### src/rtl/pwm_pkg.sv
// Shared types and default sizing for the multi-channel PWM block.
package pwm_pkg;

  // Default channel count and duty/period word width.
  localparam int STAGE_DEF  = 8;
  localparam int DWIDTH_DEF = 8;

  // Duty-set loader: waiting for a start word, or filling the shadow set.
  typedef enum logic {
    L_IDLE = 1'b0,
    L_LOAD = 1'b1
  } load_state_e;

  // Frame generator: halted with outputs low, or running frames.
  typedef enum logic {
    F_STOP = 1'b0,
    F_RUN  = 1'b1
  } frame_state_e;

endpackage

### src/rtl/pwm_chan.sv
// One PWM channel: decides whether its output is high in the given frame cycle.
// Arithmetic is one bit wider than the word so that a frame length of
// 2**DWIDTH (period all ones) is representable.
module pwm_chan
  import pwm_pkg::*;
#(
  parameter int DWIDTH = DWIDTH_DEF
) (
  input  logic [DWIDTH-1:0] i_duty,
  input  logic [DWIDTH-1:0] i_cnt,
  input  logic [DWIDTH-1:0] i_period,
  input  logic              i_center,
  output logic              o_pwm
);

  logic [DWIDTH:0] w_duty;
  logic [DWIDTH:0] w_cnt;
  logic [DWIDTH:0] w_len;
  logic [DWIDTH:0] w_lead;
  logic [DWIDTH:0] w_stop;
  logic            w_full;

  assign w_duty = {1'b0, i_duty};
  assign w_cnt  = {1'b0, i_cnt};
  assign w_len  = {1'b0, i_period} + (DWIDTH+1)'(1);
  assign w_full = (w_duty >= w_len);

  // Centred pulse: idle cycles split with the odd one placed after the pulse.
  // Only meaningful when the duty is shorter than the frame.
  assign w_lead = (w_len - w_duty) >> 1;
  assign w_stop = w_lead + w_duty;

  // Select the window test for the current alignment mode.
  always_comb begin
    o_pwm = 1'b0;
    if (w_full) begin
      o_pwm = 1'b1;
    end else if (i_center) begin
      o_pwm = (w_cnt >= w_lead) && (w_cnt < w_stop);
    end else begin
      o_pwm = (w_cnt < w_duty);
    end
  end

endmodule

### src/rtl/pwm_multi.sv
// Multi-channel PWM generator with a double-buffered duty set.
//
// Load FSM
//   state  | meaning
//   L_IDLE | waiting for a word flagged with start (others are dropped)
//   L_LOAD | filling shadow[1..STAGE-1]; start restarts at shadow[0]
//
// Frame FSM
//   state  | meaning
//   F_STOP | outputs held low, counter parked at 0
//   F_RUN  | counter sweeps 0..P; cycle 0 latches period/center/duties
//
// A complete shadow set raises pending and blocks further words until the
// next frame start copies it into the active duties.
module pwm_multi
  import pwm_pkg::*;
#(
  parameter int STAGE  = STAGE_DEF,
  parameter int DWIDTH = DWIDTH_DEF
) (
  input  logic              clkforcounter,
  input  logic              rst_n,
  input  logic              start,
  input  logic              data_valid,
  input  logic [DWIDTH-1:0] data,
  output logic              data_ready,
  input  logic              enable,
  input  logic [DWIDTH-1:0] period,
  input  logic              center,
  output logic [STAGE-1:0]  out,
  output logic              hsync,
  output logic              pending
);

  localparam int            IW       = (STAGE > 1) ? $clog2(STAGE) : 1;
  localparam logic [IW-1:0] LAST_IDX = IW'(STAGE - 1);

  // Loader
  load_state_e                  r_lstate;
  load_state_e                  w_lstate_nxt;
  logic [IW-1:0]                r_idx;
  logic [IW-1:0]                w_idx_nxt;
  logic [IW-1:0]                w_wr_sel;
  logic                         w_wr_en;
  logic                         w_pend_set;
  logic                         w_xfer;
  logic                         r_pending;
  logic [STAGE-1:0][DWIDTH-1:0] r_shadow;

  // Frame generator
  frame_state_e                 r_fstate;
  frame_state_e                 w_fstate_nxt;
  logic [DWIDTH-1:0]            r_cnt;
  logic [DWIDTH-1:0]            w_cnt_nxt;
  logic [DWIDTH-1:0]            r_period;
  logic [DWIDTH-1:0]            w_period_eff;
  logic                         r_center;
  logic                         w_center_eff;
  logic                         w_run;
  logic                         w_frame_start;
  logic                         w_swap;
  logic [STAGE-1:0][DWIDTH-1:0] r_active;
  logic [STAGE-1:0][DWIDTH-1:0] w_duty_eff;
  logic [STAGE-1:0]             w_pwm;
  logic [STAGE-1:0]             r_out;
  logic                         r_hsync;

  assign data_ready = !r_pending;
  assign pending    = r_pending;
  assign w_xfer     = data_valid && !r_pending;

  // Loader next state: where the accepted word goes and whether the set is done.
  always_comb begin
    w_lstate_nxt = r_lstate;
    w_idx_nxt    = r_idx;
    w_wr_en      = 1'b0;
    w_wr_sel     = '0;
    w_pend_set   = 1'b0;
    if (w_xfer) begin
      if (start) begin
        w_wr_en      = 1'b1;
        w_wr_sel     = '0;
        w_idx_nxt    = IW'(1);
        w_lstate_nxt = L_LOAD;
      end else if (r_lstate == L_LOAD) begin
        w_wr_en  = 1'b1;
        w_wr_sel = r_idx;
        if (r_idx == LAST_IDX) begin
          w_pend_set   = 1'b1;
          w_idx_nxt    = '0;
          w_lstate_nxt = L_IDLE;
        end else begin
          w_idx_nxt = r_idx + IW'(1);
        end
      end
    end
  end

  // Loader state register.
  always_ff @(posedge clkforcounter or negedge rst_n) begin
    if (!rst_n) begin
      r_lstate <= L_IDLE;
      r_idx    <= '0;
    end else begin
      r_lstate <= w_lstate_nxt;
      r_idx    <= w_idx_nxt;
    end
  end

  // Shadow storage and the pending flag that hands the set to the frame side.
  always_ff @(posedge clkforcounter or negedge rst_n) begin
    if (!rst_n) begin
      r_shadow  <= '0;
      r_pending <= 1'b0;
    end else begin
      if (w_wr_en) begin
        r_shadow[w_wr_sel] <= data;
      end
      if (w_pend_set) begin
        r_pending <= 1'b1;
      end else if (w_swap) begin
        r_pending <= 1'b0;
      end
    end
  end

  // On frame cycle 0 the compare must already see the values being latched,
  // so the first output cycle of a frame uses the new settings.
  assign w_run         = (r_fstate == F_RUN);
  assign w_frame_start = w_run && (r_cnt == '0);
  assign w_swap        = w_frame_start && r_pending;
  assign w_period_eff  = w_frame_start ? period : r_period;
  assign w_center_eff  = w_frame_start ? center : r_center;
  assign w_duty_eff    = w_swap ? r_shadow : r_active;

  // Frame next state and counter; a stop request waits for the frame to end.
  always_comb begin
    w_fstate_nxt = r_fstate;
    w_cnt_nxt    = '0;
    case (r_fstate)
      F_STOP: begin
        if (enable) begin
          w_fstate_nxt = F_RUN;
        end
      end
      F_RUN: begin
        if (r_cnt == w_period_eff) begin
          w_cnt_nxt = '0;
          if (!enable) begin
            w_fstate_nxt = F_STOP;
          end
        end else begin
          w_cnt_nxt = r_cnt + DWIDTH'(1);
        end
      end
      default: begin
        w_fstate_nxt = F_STOP;
      end
    endcase
  end

  // Frame state, counter and the per-frame latched settings.
  always_ff @(posedge clkforcounter or negedge rst_n) begin
    if (!rst_n) begin
      r_fstate <= F_STOP;
      r_cnt    <= '0;
      r_period <= '0;
      r_center <= 1'b0;
      r_active <= '0;
    end else begin
      r_fstate <= w_fstate_nxt;
      r_cnt    <= w_cnt_nxt;
      if (w_frame_start) begin
        r_period <= period;
        r_center <= center;
      end
      if (w_swap) begin
        r_active <= r_shadow;
      end
    end
  end

  for (genvar gi = 0; gi < STAGE; gi++) begin : g_chan
    pwm_chan #(
      .DWIDTH(DWIDTH)
    ) u_chan (
      .i_duty  (w_duty_eff[gi]),
      .i_cnt   (r_cnt),
      .i_period(w_period_eff),
      .i_center(w_center_eff),
      .o_pwm   (w_pwm[gi])
    );
  end

  // Register outputs together so hsync and out describe the same frame cycle.
  always_ff @(posedge clkforcounter or negedge rst_n) begin
    if (!rst_n) begin
      r_out   <= '0;
      r_hsync <= 1'b0;
    end else begin
      r_out   <= w_run ? w_pwm : '0;
      r_hsync <= w_frame_start;
    end
  end

  assign out   = r_out;
  assign hsync = r_hsync;

endmodule

### config.mk
export PLATFORM = sky130hd
export DESIGN_NAME = pwm_multi
export DESIGN_NICKNAME = d
export VERILOG_FILES = /design/src/rtl/pwm_pkg.sv /design/src/rtl/pwm_chan.sv /design/src/rtl/pwm_multi.sv
export SDC_FILE = /design/constraint.sdc
export NUM_CORES = 1
export LEC_CHECK = 0
export BUFFER_PORTS_ARGS = -buffer_cell sky130_fd_sc_hd__buf_2
export CAP_MARGIN = 10
export CORE_UTILIZATION = 35
export CTS_CLUSTER_DIAMETER = 100
export DETAILED_ROUTE_END_ITERATION = 8
export GPL_TIMING_DRIVEN = 0
export RECOVER_POWER = 100
export SLEW_MARGIN = 30
export SYNTH_ARGS = -nofsm -noshare
export SYNTH_HDL_FRONTEND = slang
export SYNTH_SLANG_ARGS = --single-unit
export TNS_END_PERCENT = 100
### constraint.sdc
create_clock -name clkforcounter -period 9.39 [get_ports clkforcounter]
set_input_delay 0.4695 -clock clkforcounter [delete_from_list [all_inputs] [get_ports clkforcounter]]
set_output_delay 0.4695 -clock clkforcounter [all_outputs]
set_load 0.01 [all_outputs]
==> summary.md <==
| Metric | Value |
|---|---|
| ANT cells | 0 |
| Mapped Cells | 1656 |
| WHS Endpoint | r_fstate$_DFF_PN0_ |
| Worst slew pin tran | 4.32 ns |
| Commonest non-fill, non-tap cell in the layout | ha_1 |
| Min Tclk post-route | 8.72 ns |
| Global route overflow | 0 |
| Fin. Hold Viols | 0 |
| Launching element type of the critical path | flip-flop |
| HPWL after DPL | 33600 um |
| Final setup vio count | 0 |
| Reg2reg start | r_cnt[0]$_DFF_PN0_ |
| Worst path max stage delay | 0.96 ns |
| Vias | 12.7k |
| Post-synth top area share | between 20% and 30% |
| Top cell by count, worst path | ha_1 |
| Routed vias/inst | 5.48 |
| Placer Congestion | 0.881 |
| Async SR Flop Fraction | between 90% and 100% |
| Area grow syn2layout | 11.1% |
| Clock root buffer | clkbuf_16 |
| Antenna Nets Post-Route | 0 |
| Initial antenna violation count | 0 |
| Post-synthesis sequential area ratio | 25.3% |
| Unrepaired setup endpoints after global routing | no |
| Crit Path Class | reg -> reg |
| Die Area | 46100 um2 |
| Status | complete, but fails checks |
| Gr usage total | 19.8% |
| Slew HR | -188% |
| Setup Skew | 0.0103 ns |
| Ys flop type | dfrtp_1 |
| Worst-Skew Late Latency | 0.44 ns |
| R2R Setup Slk | 0.67 ns |
| Number of I/O pins | 33 |
| Largest net degree at the start of global routing | 84 |
| Core Box Area | 44400 um2 |
| Clk sink count | 160 |
| Period utilisation layout | 92.8% |
| Post-synth EDFFs | 0 |
| Critical path capture point type | flip-flop |
| Slowest-stage cell, CP | ha_2 |
| Share of layout cells above drive strength 1 | 9.86% |
| Clock slew at reported path FFs | 0.07 ns |
| Worst min path class | in -> reg |
| Reg2Reg Depth | 29 |
| Critical Path RT | 9.72 ns |
| Synth cell types | 76 |
| Nets | 2076 |
| H-tree depth | 4 |
| Most frequent cells in the layout | ha_1, dfrtp_1, inv_1 |
| Initial DRT Pass Iterations | 5 |
| Crit path max fanout | 18 |
| Drt total wl | 45200 um |
| Fmax | 115 MHz |
| Synth warnings | 0 |
| FF-to-FF End | out[6]$_DFF_PN0_ |
| Setup WS post-layout | 0.674 ns |
| WHS Path Cells | 2 |
| Synth Area per Inst | 9.57 um2 |
| Row count | 77 |
| Max clock buf depth | 2 |
| Largest cells by area after synthesis | dfrtp_1, ha_1, mux2_2 |
| Layout Cells excl Fill | 2326 |
| Num CTS Buffers | 17 |
| PortBufs | 31 |
| Die H | between 200 and 250 um |
| Post-synth top area cell | dfrtp_1 |
| Mapped Area | 15800 um2 |
| Slew Viols, Final | 97 |
| Worst Path Arrival | approximately 9 ns |
| Buf/Inv on CP | 6 |
| Vias in the first global route | 12.6k |
| Placed instance area | 17100 um2 |
| #FFs+latches synth | 160 |
| Placed Instances | between 2k and 2.5k |
| Setup WS pre-CTS | -0.533 ns |
| Crit-path leading delay family | adder cells |
| Initial DRC count | roughly 840 |
| Failing checks | max-capacitance violations, max-slew violations |
| Die span in x | 215 um |
| CTS tree | built |
| Design area | 17600 um2 |
| WL/cell | 19.4 um |
| Initial Utilization | 35.7% |
| First-pass GRT wire length | 70600 um |
| Worst hold start | enable |
| Hold Buf Count CTS | 0 |
| Post-synth net total | 2011 |
| Max_cap viols | 3 |
| DRC viols | 0 |
[final cells by class]
| class | instances | area (um2) |
|---|---|---|
| fillers | 4411 | 26800 |
| multi-input cells | 1326 | 11200 |
| repair buffers | 47 | 390 |
| flip-flops and latches | 160 | 4010 |
| inverters | 149 | 561 |
| plain buffers | 20 | 92.6 |
| well taps | 592 | 741 |
| clock buffers | 18 | 439 |
| clock inverters | 14 | 170 |
[logic make-up (layout without fill, tap and decap cells)]
family	Yosys count	in the layout	synth area share [%]
mux	132	132	9.02
flops	160	160	25.3
xor+xnor	127	127	7.02
compound gates	386	386	16.3
simple gates	348	348	11.2
buf+inv	170	248	4.15
fa+ha+maj	333	333	27.1
[metal layers]
| metal | vias up | global-route usage [%] | part of all wire (%) | wire, um |
|---|---|---|---|---|
| li1 | 6156 | - | - | - |
| met1 | 6282 | 27.9 | 49 | 22300 |
| met2 | 256 | 32.1 | 45 | 20300 |
| met3 | 47 | 1.60 | 3.4 | 1530 |
| met4 | 0 | 5.88 | 2.4 | 1100 |
| met5 | - | 0 | 0 | 0 |
[state kept, by name, summed over array words and instances (netlist names)]
signal and count:
r_active 64, r_shadow 64, out 8, r_cnt 8
r_period 8, r_idx 3, hsync 1, pending 1
r_center 1, r_fstate 1, r_lstate 1
[stage by stage]
stage | utilization (%) | setup TNS [ns] | hold WS [ns]
6_report | 39.6 | 0 | 0.219
5_1_grt | 39.6 | 0 | 0.212
4_1_cts | 39.8 | 0 | 0.0192
3_5_place_dp | 38.4 | -2.36 | 0.488
3_3_place_gp | 37.7 | -6.88 | 0.485
2_1_floorplan | - | 0 | 0.174
[worst max-delay path by stage]
stage,slack [ns],endpoint,depth (start not counted),from
after floorplan,2.97,out[4]$_DFF_PN0_,31,r_cnt[0]$_DFF_PN0_
after global placement,-1.10,out[6]$_DFF_PN0_,30,r_cnt[0]$_DFF_PN0_
after detailed placement,-0.53,out[6]$_DFF_PN0_,30,r_cnt[0]$_DFF_PN0_
after CTS,0.31,out[6]$_DFF_PN0_,30,r_cnt[0]$_DFF_PN0_
after global routing,0.23,out[4]$_DFF_PN0_,30,r_cnt[0]$_DFF_PN0_
final,0.67,out[6]$_DFF_PN0_,29,r_cnt[0]$_DFF_PN0_
[cell usage after synthesis, types with 28 or more instances]
cell type,n
ha_1,317
dfrtp_1,160
inv_1,146
o21ai_0,97
nor2_1,88
a21oi_1,79
nand2_1,74
xor2_1,72
mux2_2,71
mux2i_1,58
xnor2_1,55
a21o_1,48
nor2b_1,33
nor3_1,32
nand2b_1,31
nand3_1,28
[worst register-to-register path: cells and delay by family, from the launching register on]
kind,cells,cell delay [ns]
and+or+nand+nor,7,1.60
buffers and inverters,6,2.17
AOI/OAI and AO/OA,10,1.82
adders and majority gates,5,2.42
xor gates and xnor gates,1,0.23
DFF,1,0.36
[repair_timing]
| item | CTS | global route |
|---|---|---|
| pin swaps | 0 | 0 |
| setup buffers | 1 | 0 |
| cloned | 0 | 0 |
| endpoints found under the setup margin | 8 | 2 |
| resized for setup | 2 | 0 |
Power is not shown: default switching activity piles up to over one toggle a cycle in this logic, so the estimate is an artifact.
